File: config.mk
export PLATFORM = sky130hd
export DESIGN_NAME = adder_share_ctrl
export DESIGN_NICKNAME = d
export VERILOG_FILES = /design/src/rtl/addshare_pkg.sv /design/src/rtl/adder_share_ctrl_arb.sv /design/src/rtl/adder_share_ctrl.sv
export SDC_FILE = /design/constraint.sdc
export NUM_CORES = 1
export LEC_CHECK = 0
export ABC_AREA = 1
export BUFFER_PORTS_ARGS = -buffer_cell sky130_fd_sc_hd__buf_2
export CAP_MARGIN = 10
export CORE_MARGIN = 5
export CORE_UTILIZATION = 35
export DETAILED_ROUTE_END_ITERATION = 10
export HOLD_SLACK_MARGIN = 0.05
export PLACE_DENSITY_LB_ADDON = 0.05
export SLEW_MARGIN = 20
export SYNTH_ARGS = -nofsm -noshare
export SYNTH_HDL_FRONTEND = slang
export SYNTH_SLANG_ARGS = --single-unit
File: constraint.sdc
create_clock -name clk -period 2.49 [get_ports clk]
set_clock_uncertainty 0.15 [all_clocks]
set_input_delay 0.1245 -clock clk [delete_from_list [all_inputs] [get_ports clk]]
set_output_delay 0.1245 -clock clk [all_outputs]
set_load 0.01 [all_outputs]
File: src/rtl/addshare_pkg.sv
// Shared types and helpers for the adder-sharing controller.
// ADDSHARE_CHAIN_EN adds the INC state for multi-word carry chains.
package addshare_pkg;

   localparam int ADD_W    = 12;
   localparam int ADD_IN_W = 24;

   typedef enum logic [1:0] {
      ST_IDLE = 2'd0,
      ST_EXEC = 2'd1,
      ST_RESP = 2'd2
`ifdef ADDSHARE_CHAIN_EN
      ,
      ST_INC  = 2'd3
`endif
   } addshare_state_e;

   // The adder takes A and B bit-interleaved: bit 2k = A[k], 2k+1 = B[k].
   function automatic logic [ADD_IN_W-1:0] pack_operands(
      input logic [ADD_W-1:0] a,
      input logic [ADD_W-1:0] b
   );
      logic [ADD_IN_W-1:0] w;
      for (int k = 0; k < ADD_W; k++) begin
         w[2*k]   = a[k];
         w[2*k+1] = b[k];
      end
      return w;
   endfunction

endpackage

File: src/rtl/adder_share_ctrl_arb.sv
// Round-robin one-hot grant: first eligible requester at or after ptr.
// Combinational only; mask restricts grants while a chain is locked.
module rr_arbiter #(
   parameter int NREQ = 4,
   parameter int IDW  = $clog2(NREQ)
) (
   input  logic [NREQ-1:0] req,
   input  logic [IDW-1:0]  ptr,
   input  logic [NREQ-1:0] mask,
   output logic [NREQ-1:0] gnt
);

   logic [NREQ-1:0] elig;
   logic            found;

   assign elig = req & mask;

   always_comb begin
      gnt   = '0;
      found = 1'b0;
      for (int j = 0; j < NREQ; j++) begin
         if (!found && elig[j] && j >= int'(ptr)) begin
            gnt[j] = 1'b1;
            found  = 1'b1;
         end
      end
      // wrap around to the requesters below ptr
      for (int j = 0; j < NREQ; j++) begin
         if (!found && elig[j] && j < int'(ptr)) begin
            gnt[j] = 1'b1;
            found  = 1'b1;
         end
      end
   end

endmodule

File: src/rtl/adder_share_ctrl.sv
// Time-shares one external 12-bit adder among NREQ requesters.
// Define ADDSHARE_CHAIN_EN for multi-word adds with carry and grant lock.
module adder_share_ctrl
   import addshare_pkg::*;
#(
   parameter int NREQ = 4,
   parameter int IDW  = $clog2(NREQ)
) (
   input  logic                  clk,
   input  logic                  rst,
   input  logic [NREQ-1:0]       req_valid,
   output logic [NREQ-1:0]       req_ready,
   input  logic [NREQ*ADD_W-1:0] req_a,
   input  logic [NREQ*ADD_W-1:0] req_b,
`ifdef ADDSHARE_CHAIN_EN
   input  logic [NREQ-1:0]       req_last,
`endif
   output logic [ADD_IN_W-1:0]   add_in,
   input  logic [ADD_W:0]        add_out,
   output logic                  rsp_valid,
   input  logic                  rsp_ready,
   output logic [ADD_W:0]        rsp_sum,
   output logic [IDW-1:0]        rsp_id
);

   addshare_state_e state, state_n;

   logic [IDW-1:0]   ptr;
   logic [IDW-1:0]   ptr_nxt;
   logic [IDW-1:0]   g_idx;
   logic [NREQ-1:0]  gnt;
   logic [NREQ-1:0]  mask;
   logic [ADD_W-1:0] a_q, b_q;
   logic [ADD_W-1:0] a_sel, b_sel;
   logic             hs;
   logic             accept_en;
   logic             accept;
   logic             ptr_adv;

   rr_arbiter #(
      .NREQ(NREQ),
      .IDW (IDW)
   ) u_arb (
      .req (req_valid),
      .ptr (ptr),
      .mask(mask),
      .gnt (gnt)
   );

   always_comb begin
      g_idx = '0;
      a_sel = '0;
      b_sel = '0;
      for (int j = 0; j < NREQ; j++) begin
         if (gnt[j]) begin
            g_idx = IDW'(j);
            a_sel = req_a[j*ADD_W +: ADD_W];
            b_sel = req_b[j*ADD_W +: ADD_W];
         end
      end
   end

   assign ptr_nxt   = (g_idx == IDW'(NREQ-1)) ? '0 : g_idx + 1'b1;
   assign hs        = (state == ST_RESP) && rsp_ready;
   assign accept_en = (state == ST_IDLE) || hs;
   assign req_ready = accept_en ? gnt : '0;
   assign accept    = |req_ready;
   assign rsp_valid = (state == ST_RESP);

`ifdef ADDSHARE_CHAIN_EN
   logic           cy;
   logic           last_q;
   logic           lock_q;
   logic [IDW-1:0] lock_id;
   logic           last_sel;

   always_comb begin
      last_sel = 1'b0;
      for (int j = 0; j < NREQ; j++) begin
         if (gnt[j]) last_sel = req_last[j];
      end
   end

   assign mask    = lock_q ? (NREQ'(1) << lock_id) : {NREQ{1'b1}};
   assign ptr_adv = last_sel;

   // carry follows each word's response and clears once the chain ends
   always_ff @(posedge clk) begin
      if (rst) begin
         cy      <= 1'b0;
         last_q  <= 1'b0;
         lock_q  <= 1'b0;
         lock_id <= '0;
      end else begin
         if (hs) cy <= last_q ? 1'b0 : rsp_sum[ADD_W];
         if (accept) begin
            last_q  <= last_sel;
            lock_q  <= !last_sel;
            lock_id <= g_idx;
         end
      end
   end
`else
   assign mask    = {NREQ{1'b1}};
   assign ptr_adv = 1'b1;
`endif

   always_comb begin
      state_n = state;
      add_in  = '0;
      unique case (state)
         ST_IDLE: begin
            if (accept) state_n = ST_EXEC;
         end
         ST_EXEC: begin
            add_in = pack_operands(a_q, b_q);
`ifdef ADDSHARE_CHAIN_EN
            state_n = cy ? ST_INC : ST_RESP;
`else
            state_n = ST_RESP;
`endif
         end
`ifdef ADDSHARE_CHAIN_EN
         ST_INC: begin
            add_in  = pack_operands(rsp_sum[ADD_W-1:0], ADD_W'(1));
            state_n = ST_RESP;
         end
`endif
         ST_RESP: begin
            if (rsp_ready) state_n = accept ? ST_EXEC : ST_IDLE;
         end
         default: state_n = ST_IDLE;
      endcase
   end

   always_ff @(posedge clk) begin
      if (rst) begin
         state   <= ST_IDLE;
         ptr     <= '0;
         a_q     <= '0;
         b_q     <= '0;
         rsp_sum <= '0;
         rsp_id  <= '0;
      end else begin
         state <= state_n;
         if (accept) begin
            a_q    <= a_sel;
            b_q    <= b_sel;
            rsp_id <= g_idx;
            if (ptr_adv) ptr <= ptr_nxt;
         end
         if (state == ST_EXEC) rsp_sum <= add_out;
`ifdef ADDSHARE_CHAIN_EN
         if (state == ST_INC) begin
            rsp_sum <= {rsp_sum[ADD_W] | add_out[ADD_W],
                        add_out[ADD_W-1:0]};
         end
`endif
      end
   end

endmodule

# == Yosys cells after proc, flatten, opt, wreduce, memory -nomap -nowiden ==
# Index checks and enable logic that the tools add are counted.
# totals
ff_bits,43
output_inout_bits,44
word_cells,71
# classes
add_sub_neg,1
n_lt_le_gt_ge,6
n_eq_ne,5
muxes,30
n_reduce_logical,23
# op_table
operator,count
2-to-1 mux 12 bit,8
2-to-1 mux 24 bit,1
2-to-1 mux 1 bit,14
logical AND 1 bit,13
2-to-1 mux 2 bit,5
logical NOT 1 bit,6
one-hot mux 2 bit (3 select lines),1
equality test 2 bit (second input constant),2
greater-or-equal comparator 1 x 2 -> 1 bit (first input constant),2
< comparator 1 x 2 -> 1 bit (first input constant),2
2-to-1 mux 4 bit,1
OR reduction 4 bit,1
adder 2 x 1 -> 2 bit (second input constant),1
equality test 2 x 1 -> 1 bit (second input constant),1
greater-or-equal comparator 2 bit (first input constant),1
logical NOT 2 bit,1
< comparator 2 bit (first input constant),1
!= test 2 x 1 -> 1 bit (second input constant),1
!= test 2 bit (second input constant),1
AND reduction 2 bit,1
logical OR 1 bit,1

# == Depth between registers and ports, before layout ==
# Gate-level depths: netlist of run 1.
# logic_depth
ltp_word,31
depth_mapped,12
depth_no_buf,11

# == By module ==
# From an unflattened synthesis of run 1, not the netlist that was laid out.
# unflattened
hier_cells,519
hier_area_um2,3106.7
# by_module_without_submodules
mod,instances,cells_each,area_each_um2
adder_share_ctrl,1,491,2976.6
rr_arbiter,1,28,130.1

# == Least setup slack after synthesis of run 1 ==
# OpenSTA, ideal clock, no wires.
# synth_timing
path_kind,reg-to-reg
startpoint,register ptr[1]
endpoint,register a_q[0]
setup_ns,0.112
t_arrival_ns,1.480
setup_slack_ns,0.748
path_stages_with_launch,13
path_buffers,1
synth_period_minus_slack_ns,1.742
path_cell_list,dfxtp_1 inv_1 nand2_1 nand3_2 nor2_2 nand3_2 nand2_4 o21bai_4 nand2_2 inv_2 buf_6 nor2_1 nor2_1
# synth_between
elab_chain_cells,28
# synth_rtl
element,line,rtl
start: declaration,adder_share_ctrl.sv:28,logic [IDW-1:0] ptr;
start signal: assignment,adder_share_ctrl.sv:150,if (ptr_adv) ptr <= ptr_nxt;
greater-or-equal comparator 1 x 2 -> 1 bit,adder_share_ctrl_arb.sv:22,if (!found && elig[j] && j >= int'(ptr)) begin
logical AND 1 bit,adder_share_ctrl_arb.sv:22,
2-to-1 mux 1 bit,adder_share_ctrl_arb.sv:22,
logical NOT 1 bit,adder_share_ctrl_arb.sv:22,
logical AND 1 bit (2 in a row),adder_share_ctrl_arb.sv:22,
2-to-1 mux 1 bit,adder_share_ctrl_arb.sv:22,
logical NOT 1 bit,adder_share_ctrl_arb.sv:22,
logical AND 1 bit (2 in a row),adder_share_ctrl_arb.sv:22,
[... 8 more ...],n/a,
logical NOT 1 bit,adder_share_ctrl_arb.sv:29,if (!found && elig[j] && j < int'(ptr)) begin
logical AND 1 bit (2 in a row),adder_share_ctrl_arb.sv:29,
2-to-1 mux 1 bit,adder_share_ctrl_arb.sv:29,
logical NOT 1 bit,adder_share_ctrl_arb.sv:29,
logical AND 1 bit (2 in a row),adder_share_ctrl_arb.sv:29,
2-to-1 mux 1 bit,adder_share_ctrl_arb.sv:29,
2-to-1 mux 4 bit or 2-to-1 mux 12 bit (tied branches),"adder_share_ctrl.sv:66, adder_share_ctrl.sv:55",
OR reduction 4 bit or 2-to-1 mux 12 bit (tied branches),"adder_share_ctrl.sv:67, adder_share_ctrl.sv:55",
end signal: assignment,adder_share_ctrl.sv:147,a_q <= a_sel;
end: declaration,adder_share_ctrl.sv:33,"logic [ADD_W-1:0] a_q, b_q;"
# Parallel ways exist; a longest one is shown, timed or not.
# A chain may end at the register's enable or synchronous reset.

# == Final worst setup path of run 1 ==
# layout_timing
startpoint,register ptr[1]
endpoint,register b_q[9]
# layout_between
elab_chain_cells,28
# layout_rtl
element,line,rtl
greater-or-equal comparator 1 x 2 -> 1 bit,adder_share_ctrl_arb.sv:22,
logical AND 1 bit,adder_share_ctrl_arb.sv:22,
2-to-1 mux 1 bit,adder_share_ctrl_arb.sv:22,
logical NOT 1 bit,adder_share_ctrl_arb.sv:22,
logical AND 1 bit (2 in a row),adder_share_ctrl_arb.sv:22,
2-to-1 mux 1 bit,adder_share_ctrl_arb.sv:22,
logical NOT 1 bit,adder_share_ctrl_arb.sv:22,
logical AND 1 bit (2 in a row),adder_share_ctrl_arb.sv:22,
[... 8 more ...],n/a,
logical NOT 1 bit,adder_share_ctrl_arb.sv:29,
logical AND 1 bit (2 in a row),adder_share_ctrl_arb.sv:29,
2-to-1 mux 1 bit,adder_share_ctrl_arb.sv:29,
logical NOT 1 bit,adder_share_ctrl_arb.sv:29,
logical AND 1 bit (2 in a row),adder_share_ctrl_arb.sv:29,
2-to-1 mux 1 bit,adder_share_ctrl_arb.sv:29,
2-to-1 mux 4 bit or 2-to-1 mux 12 bit (tied branches),"adder_share_ctrl.sv:66, adder_share_ctrl.sv:55",
OR reduction 4 bit or 2-to-1 mux 12 bit (tied branches),"adder_share_ctrl.sv:67, adder_share_ctrl.sv:55",
end signal: assignment,adder_share_ctrl.sv:148,b_q <= b_sel;
end: declaration,adder_share_ctrl.sv:33,
# Parallel ways exist; a longest one is shown, timed or not.

==> results of run 1 <==
[where the power goes]
group / leakage, nW / internal, mW / total [mW] / switching (mW)
Sequential: 0.356 / 0.934 / 1.02 / 0.0865
Clock: 0.0443 / 0.201 / 0.467 / 0.266
Combinational: 1.86 / 0.733 / 1.83 / 1.10
Total: 2.26 / 1.87 / 3.32 / 1.45
[timing repair]
action | in CTS | in global routing
hold buffers | 84 | 0
setup endpoints to repair | 0 | 8
hold endpoints to repair | 41 | 0
resized for setup | 0 | 1
[cell families (layout without fill, tap and decap cells)]
logic type	after synthesis	after routing	synth area share
buffers and inverters	61	299	0.101
DFF	43	43	0.340
AOI/OAI and AO/OA	22	22	0.0549
and+or+nand+nor	300	300	0.504
[flip-flops by register name, summed over array words and instances (netlist names)]
| signal | cells |
|---|---|
| state | 2 |
| a_q | 12 |
| rsp_id | 2 |
| ptr | 2 |
| b_q | 12 |
| rsp_sum | 13 |
[worst max-delay path, cell delays in order (launching register included)]
cell	delay (ps)
dfxtp_1	440
inv_1	90
nand2_1	120
nand4_1	100
nand2_1	70
nand2_1	80
inv_2	100
buf_6	240
nand2_1	80
nand4_1	100
dlygate4sd3_1	560
nor2_1	50
nor2_1	90
[metal layers]
metal / wire (µm) / part of all wire / global-route usage
met5: 0 / 0 / 0
met4: 198 / 0.019 / 0.0649
met3: 919 / 0.090 / 0.0584
met2: 4980 / 0.49 / 0.415
met1: 4120 / 0.40 / 0.254
[cell usage in the layout (no fill, tap or decap)]
| cell type | instances |
|---|---|
| a211oi_1 | 1 |
| a21oi_1 | 3 |
| buf_2 | 159 |
| buf_4 | 8 |
| buf_6 | 1 |
| clkbuf_8 | 5 |
| clkinv_4 | 2 |
| clkinvlp_4 | 1 |
| dfxtp_1 | 43 |
| dlygate4sd3_1 | 84 |
| inv_1 | 36 |
| inv_2 | 3 |
| nand2_1 | 129 |
| nand2_2 | 2 |
| nand2_4 | 2 |
| nand3_1 | 29 |
| nand3_2 | 3 |
| nand4_1 | 26 |
| nor2_1 | 105 |
| nor2_2 | 3 |
| nor3_1 | 1 |
| o21ai_0 | 15 |
| o21ai_4 | 1 |
| o21bai_4 | 1 |
| o22ai_1 | 1 |
[final timing paths]
path / from / end
hold reg to reg: state[1] / state[1]
setup reg to reg: ptr[1] / b_q[9]
hold / removal: req_a[15] / a_q[3]
setup / recovery: ptr[1] / b_q[9]
[final cells by class]
type	count	area, µm²
repair buffers	252	1710
clock inverters	3	25.0
inverters	39	146
multi-input cells	322	1410
clock buffers	5	68.8
fillers	678	2790
well taps	99	124
flip-flops and latches	43	861
==> summary.txt, run 1 <==
Run status
  • Outcome: completed

Routing
  • Vias: between 3,000 and 4,000
  • Initial DRC Count: 125
  • DRC Markers: 0
  • Final ANT Viol Nets: 0
  • Routed vias/inst: between 4 and 5
  • Post-Route WL: around 10 mm
  • DR WL/cell: approximately 13 µm
  • DRT Pass-1 Iters: 4

CTS
  • CTS Root Cell: clkbuf_8
  • CTS tree: done
  • CTS Buf Count: 5
  • Clk_lat worst skew: ~290 ps
  • Setup bufs post-CTS: 0
  • Clock slew at reported path FFs: roughly 90 ps
  • Sinks on Clock Net: 43
  • H-tree levels: 2
  • Clk buf depth: 2

Yosys
  • Synth area leader: dfxtp_1
  • Mapped Area: ~2500 µm²
  • Post-synth EDFFs: 0
  • Top-count cell post-synth: nand2_1
  • Fraction of registers with async set/reset: 0
  • Sequential-to-total area share from yosys stat: 0.340
  • Mapped Cells: ~430
  • Top cells by area, synth: dfxtp_1, nand2_1, nor2_1
  • Post-synth cell types: 22
  • Yosys top cell area share: 0.340
  • Post-synth top cells: nand2_1, nor2_1, dfxtp_1
  • Top_reg_cell synth: dfxtp_1
  • Syn nets: around 540
  • Ys Warns: 0
  • Syn avg cell area: just under 6 µm²
  • Post-synthesis register bit count: 43

Floorplan
  • Initial core utilization: 0.355
  • Row cnt: 31
  • Die Width: 95.0 µm
  • Area of the core: ~7000 µm²
  • Number of I/O pins: 160
  • Die H: 95.0 µm
  • Area of the die: 9030 µm²

Timing
  • Final hold violations: 0
  • Setup TNS: 0 ps
  • Slew margin rel.: 0.541
  • RSZ-0062 raised after global routing: no
  • Period utilization: 0.937
  • Fin. max-slew vios: 0
  • Setup slack after layout: 156 ps
  • # setup viols final: 0
  • Fin crit period: about 2300 ps
  • Actual slew at the worst max-slew pin: a little under 700 ps
  • Maximum clock rate: between 400 and 500 MHz
  • WHS: 59.0 ps

Critical path
  • Critical path class: reg2reg
  • Critical path peak fanout: 24
  • Startpoint types: flop
  • CP arrival: between 2000 and 2500 ps
  • CP Capture Type: flop
  • FF-to-FF setup slack: roughly 160 ps
  • R2R depth: 12
  • Req. time, crit path: roughly 2600 ps

Placed design
  • RePlAce Congestion: 0.878
  • DP Area: 3410 µm²
  • Pre-CTS setup slack: between 400 and 500 ps
  • Post-DP HPWL: approximately 6.6 mm
  • Count of port buffers added during placement: 159
  • Placed insts: around 670

GRT
  • Total Routing Usage GR: 0.225
  • First-pass GRT wire length: about 16 mm
  • Number of global-route vias before repair: about 3,500
  • Initial antenna violation count: 0
  • Final global-route overflow total: 0
  • Largest net degree at the start of global routing: 38

Power and ir drop
  • Final Power: about 3.3 mW
  • Leakage Power: ~2.3 nW
  • Peak VDD IR: roughly 380 µV
  • Power Density: 764 nW/µm²

Finish
  • Design area: roughly 4300 µm²
  • Fin util: 0.609
  • Ant diodes: 0
  • Area delta synth->final: 71.7%
  • Fin cells: roughly 760
  • Layout Nets: ~800
  • Share of layout cells above drive strength 1: 0.288

Hold path
  • Hold Path Depth: 5
  • Worst min path class: in2reg

Job
  • Max_cap viols: 0
Note: power is estimated with default switching activity, not from simulation.
==> inputs of run 2 (changes only) <==
Settings changed: CELL_PAD_IN_SITES_DETAIL_PLACEMENT set to 0, CELL_PAD_IN_SITES_GLOBAL_PLACEMENT set to 2, CORE_UTILIZATION 35 to 20.
==> run 2 against run 1 <==
Critical path depth is the same. Sequential cell count is the same. Count of clock-buffer cells in the layout grew 1. Worst setup slack gained 58 ps. Global-route usage shrank 9.3 points. Sequential share of layout area grew 1.2 points. Fmax grew 2.5%.
==> summary.txt, run 2 (synthesis results as in run 1) <==
GRT
  • Initial antenna violation count: 0 (unchanged)
  • Final global-route overflow total: 0 (unchanged)
  • Met1 Use GR: 0.178 (-0.0757)
  • First-pass GRT wire length: 15.9 mm (-2.5%)
  • Number of global-route vias before repair: 3,253 (-7.4%)
  • Met3 Use GR: 0.0350 (-0.0234)
  • Met2 GRT Util: 0.213 (-0.202)
  • Largest net degree at the start of global routing: 38 (unchanged)
  • Most Crowded Layer GR: met2
  • Total Routing Usage GR: 0.132 (-0.0929)

Timing
  • Maximum clock rate: 439 MHz (+2.5%)
  • WHS: 45.9 ps (-13.2 ps)
  • # setup viols final: 0 (unchanged)
  • Setup TNS: 0 ps (unchanged)
  • Fin. max-slew vios: 0 (unchanged)
  • Final hold violations: 0 (unchanged)
  • Setup slack after layout: 213 ps (+57.7 ps)
  • Slew margin rel.: 0.557 (+0.0158)
  • Fin crit period: 2280 ps (-57.7 ps)
  • Period utilization: 0.914 (-0.0232)
  • Actual slew at the worst max-slew pin: 663 ps (-23.7 ps)
  • RSZ-0062 raised after global routing: no

Run status
  • Outcome: completed

Routing
  • DRC Markers: 0 (unchanged)
  • Vias: 3,180 (-8.5%)
  • Final ANT Viol Nets: 0 (unchanged)
  • DRT Pass-1 Iters: 4 (unchanged)
  • DR WL/cell: 12.7 µm (-5.4%)
  • Post-Route WL: 10.1 mm (-1.6%)
  • Initial DRC Count: 173 (+38%)
  • Routed vias/inst: 4.01 (-12%)

Critical path
  • Crit path largest cell delay: 550 ps (about the same)
  • Startpoint types: flop
  • Req. time, crit path: 2570 ps (about the same)
  • Critical path peak fanout: 26 (+8.3%)
  • CP arrival: 2350 ps (-70 ps)
  • CP Capture Type: flop
  • Crit-path slowest cell: dlygate4sd3_1
  • Critical path class: reg2reg
  • CP cell instances: inv_1, nand2_1, nand3_2, nor2_2, nand3_2, nand2_4, buf_8, nand2_1, nand4_1, dlygate4sd3_1, nor2_1, nor2_1
  • Worst path buffer plus inverter count: 3 (-1)
  • CP top delay family: simple AND/OR/NAND/NOR gates

CTS
  • CTS Root Cell: clkbuf_16
  • Sinks on Clock Net: 43 (unchanged)
  • Clk_lat worst skew: 280 ps (about the same)
  • CTS tree: done
  • H-tree levels: 2 (unchanged)
  • CTS Buf Count: 5 (unchanged)
  • Setup bufs post-CTS: 0 (unchanged)
  • Clk buf depth: 2 (unchanged)
  • Clock slew at reported path FFs: 60 ps (-30 ps)

Job
  • Max_cap viols: 0 (unchanged)

Floorplan
  • Area of the core: 12,500 µm² (+75%)
  • Row cnt: 41 (+32%)
  • Number of I/O pins: 160 (unchanged)
  • Die H: 123 µm (+29%)
  • Area of the die: 15,000 µm² (+66%)
  • Die Width: 123 µm (+29%)
  • Initial core utilization: 0.202 (-0.152)

Power and ir drop
  • Peak VDD IR: 332 µV (-13%)
  • Final Power: 3.58 mW (+8.0%)
  • Power Density: 871 nW/µm² (+14%)
  • Leakage Power: 2.13 nW (-5.8%)

Finish
  • Fin cells: 794 (+4.1%)
  • Register area: 863 µm² (+0.29%)
  • Share of layout cells above drive strength 1: 0.310 (+0.0226)
  • Commonest cells after routing, fill and taps aside: buf_2, nand2_1, nor2_1, dlygate4sd3_1, dfxtp_1
  • Top Registers: rsp_sum x13, a_q x12, b_q x12
  • Commonest non-fill, non-tap cell in the layout: buf_2
  • Area delta synth->final: 62.6%
  • Fin util: 0.329 (-0.280)
  • Register with the most flip-flops: rsp_sum
  • Filler Cells Inserted: 1,484 (+120%)
  • Multi-input logic area: 1420 µm² (+0.35%)
  • Layout Nets: 737 (-5.4%)
  • Ant diodes: 0 (unchanged)
  • Design area: 4120 µm² (-5.3%)
  • Max reg flops: 13 (unchanged)

Hold path
  • Worst min path class: in2reg

Placed design
  • DP Area: 3500 µm² (+2.7%)
  • Pre-CTS setup slack: 439 ps (-15.9 ps)
  • Count of port buffers added during placement: 159 (unchanged)
  • Post-DP HPWL: 7.57 mm (+15%)
  • RePlAce Congestion: 0.750 (-15%)
  • Placed insts: 744 (+11%)
==> run 2: changes by cell type in the layout (fill, tap and decap cells not counted), sizes merged <==
cell / previous run / this run
bufinv: 0 / 1
dlygate4sd3: 84 / 42
clkbuf: 5 / 6
clkinvlp: 1 / 0
clkinv: 2 / 1
==> run 2: timing repair <==
item	4_1_cts	5_1_grt
resized for setup	0	7
setup endpoints to repair	0	6
endpoints found under the hold margin	35	0
hold buffers	42	0
==> run 2: area by class of cell <==
class | instances | area share
Clock inverter | 2 | 0.00851
Sequential cell | 43 | 0.210
Inverter | 39 | 0.0356
Tap cell | 172 | 0.0523
Multi-Input combinational cell | 322 | 0.345
Clock buffer | 6 | 0.0337
Timing Repair Buffer | 210 | 0.316
==> run 2: path summary, 6_finish.rpt <==
kind / startpoint / slack [ps] / end / cells past startpoint
max: ptr[1] / 210 / b_q[5] / 12
min reg2reg: rsp_id[1] / 320 / rsp_id[1] / 2
min: req_a[16] / 50 / a_q[4] / 5
max reg2reg: ptr[1] / 210 / b_q[5] / 12
==> run 2: report_power, final <==
| group | leakage [nW] | internal (mW) | switching [mW] |
|---|---|---|---|
| combinational | 1.69 | 0.680 | 1.11 |
| sequential | 0.357 | 0.938 | 0.0856 |
| clock | 0.0868 | 0.499 | 0.274 |
==> run 2: worst reg2reg max path, stage by stage, from the launching register on <==
cell and delay [ps]:
dfxtp_2 370, inv_1 60, nand2_1 110, nand3_2 130
nor2_2 150, nand3_2 100, nand2_4 90, buf_8 200
nand2_1 100, nand4_1 90, dlygate4sd3_1 550, nor2_1 40
nor2_1 80
==> run 2: layer usage <==
| metal | vias up | part of all wire | wire, µm |
|---|---|---|---|
| met5 | - | 0 | 0 |
| met4 | 0 | 0.0098 | 99 |
| met3 | 6 | 0.070 | 700 |
| met2 | 110 | 0.42 | 4230 |
| met1 | 1341 | 0.50 | 5030 |
| li1 | 1723 | - | - |
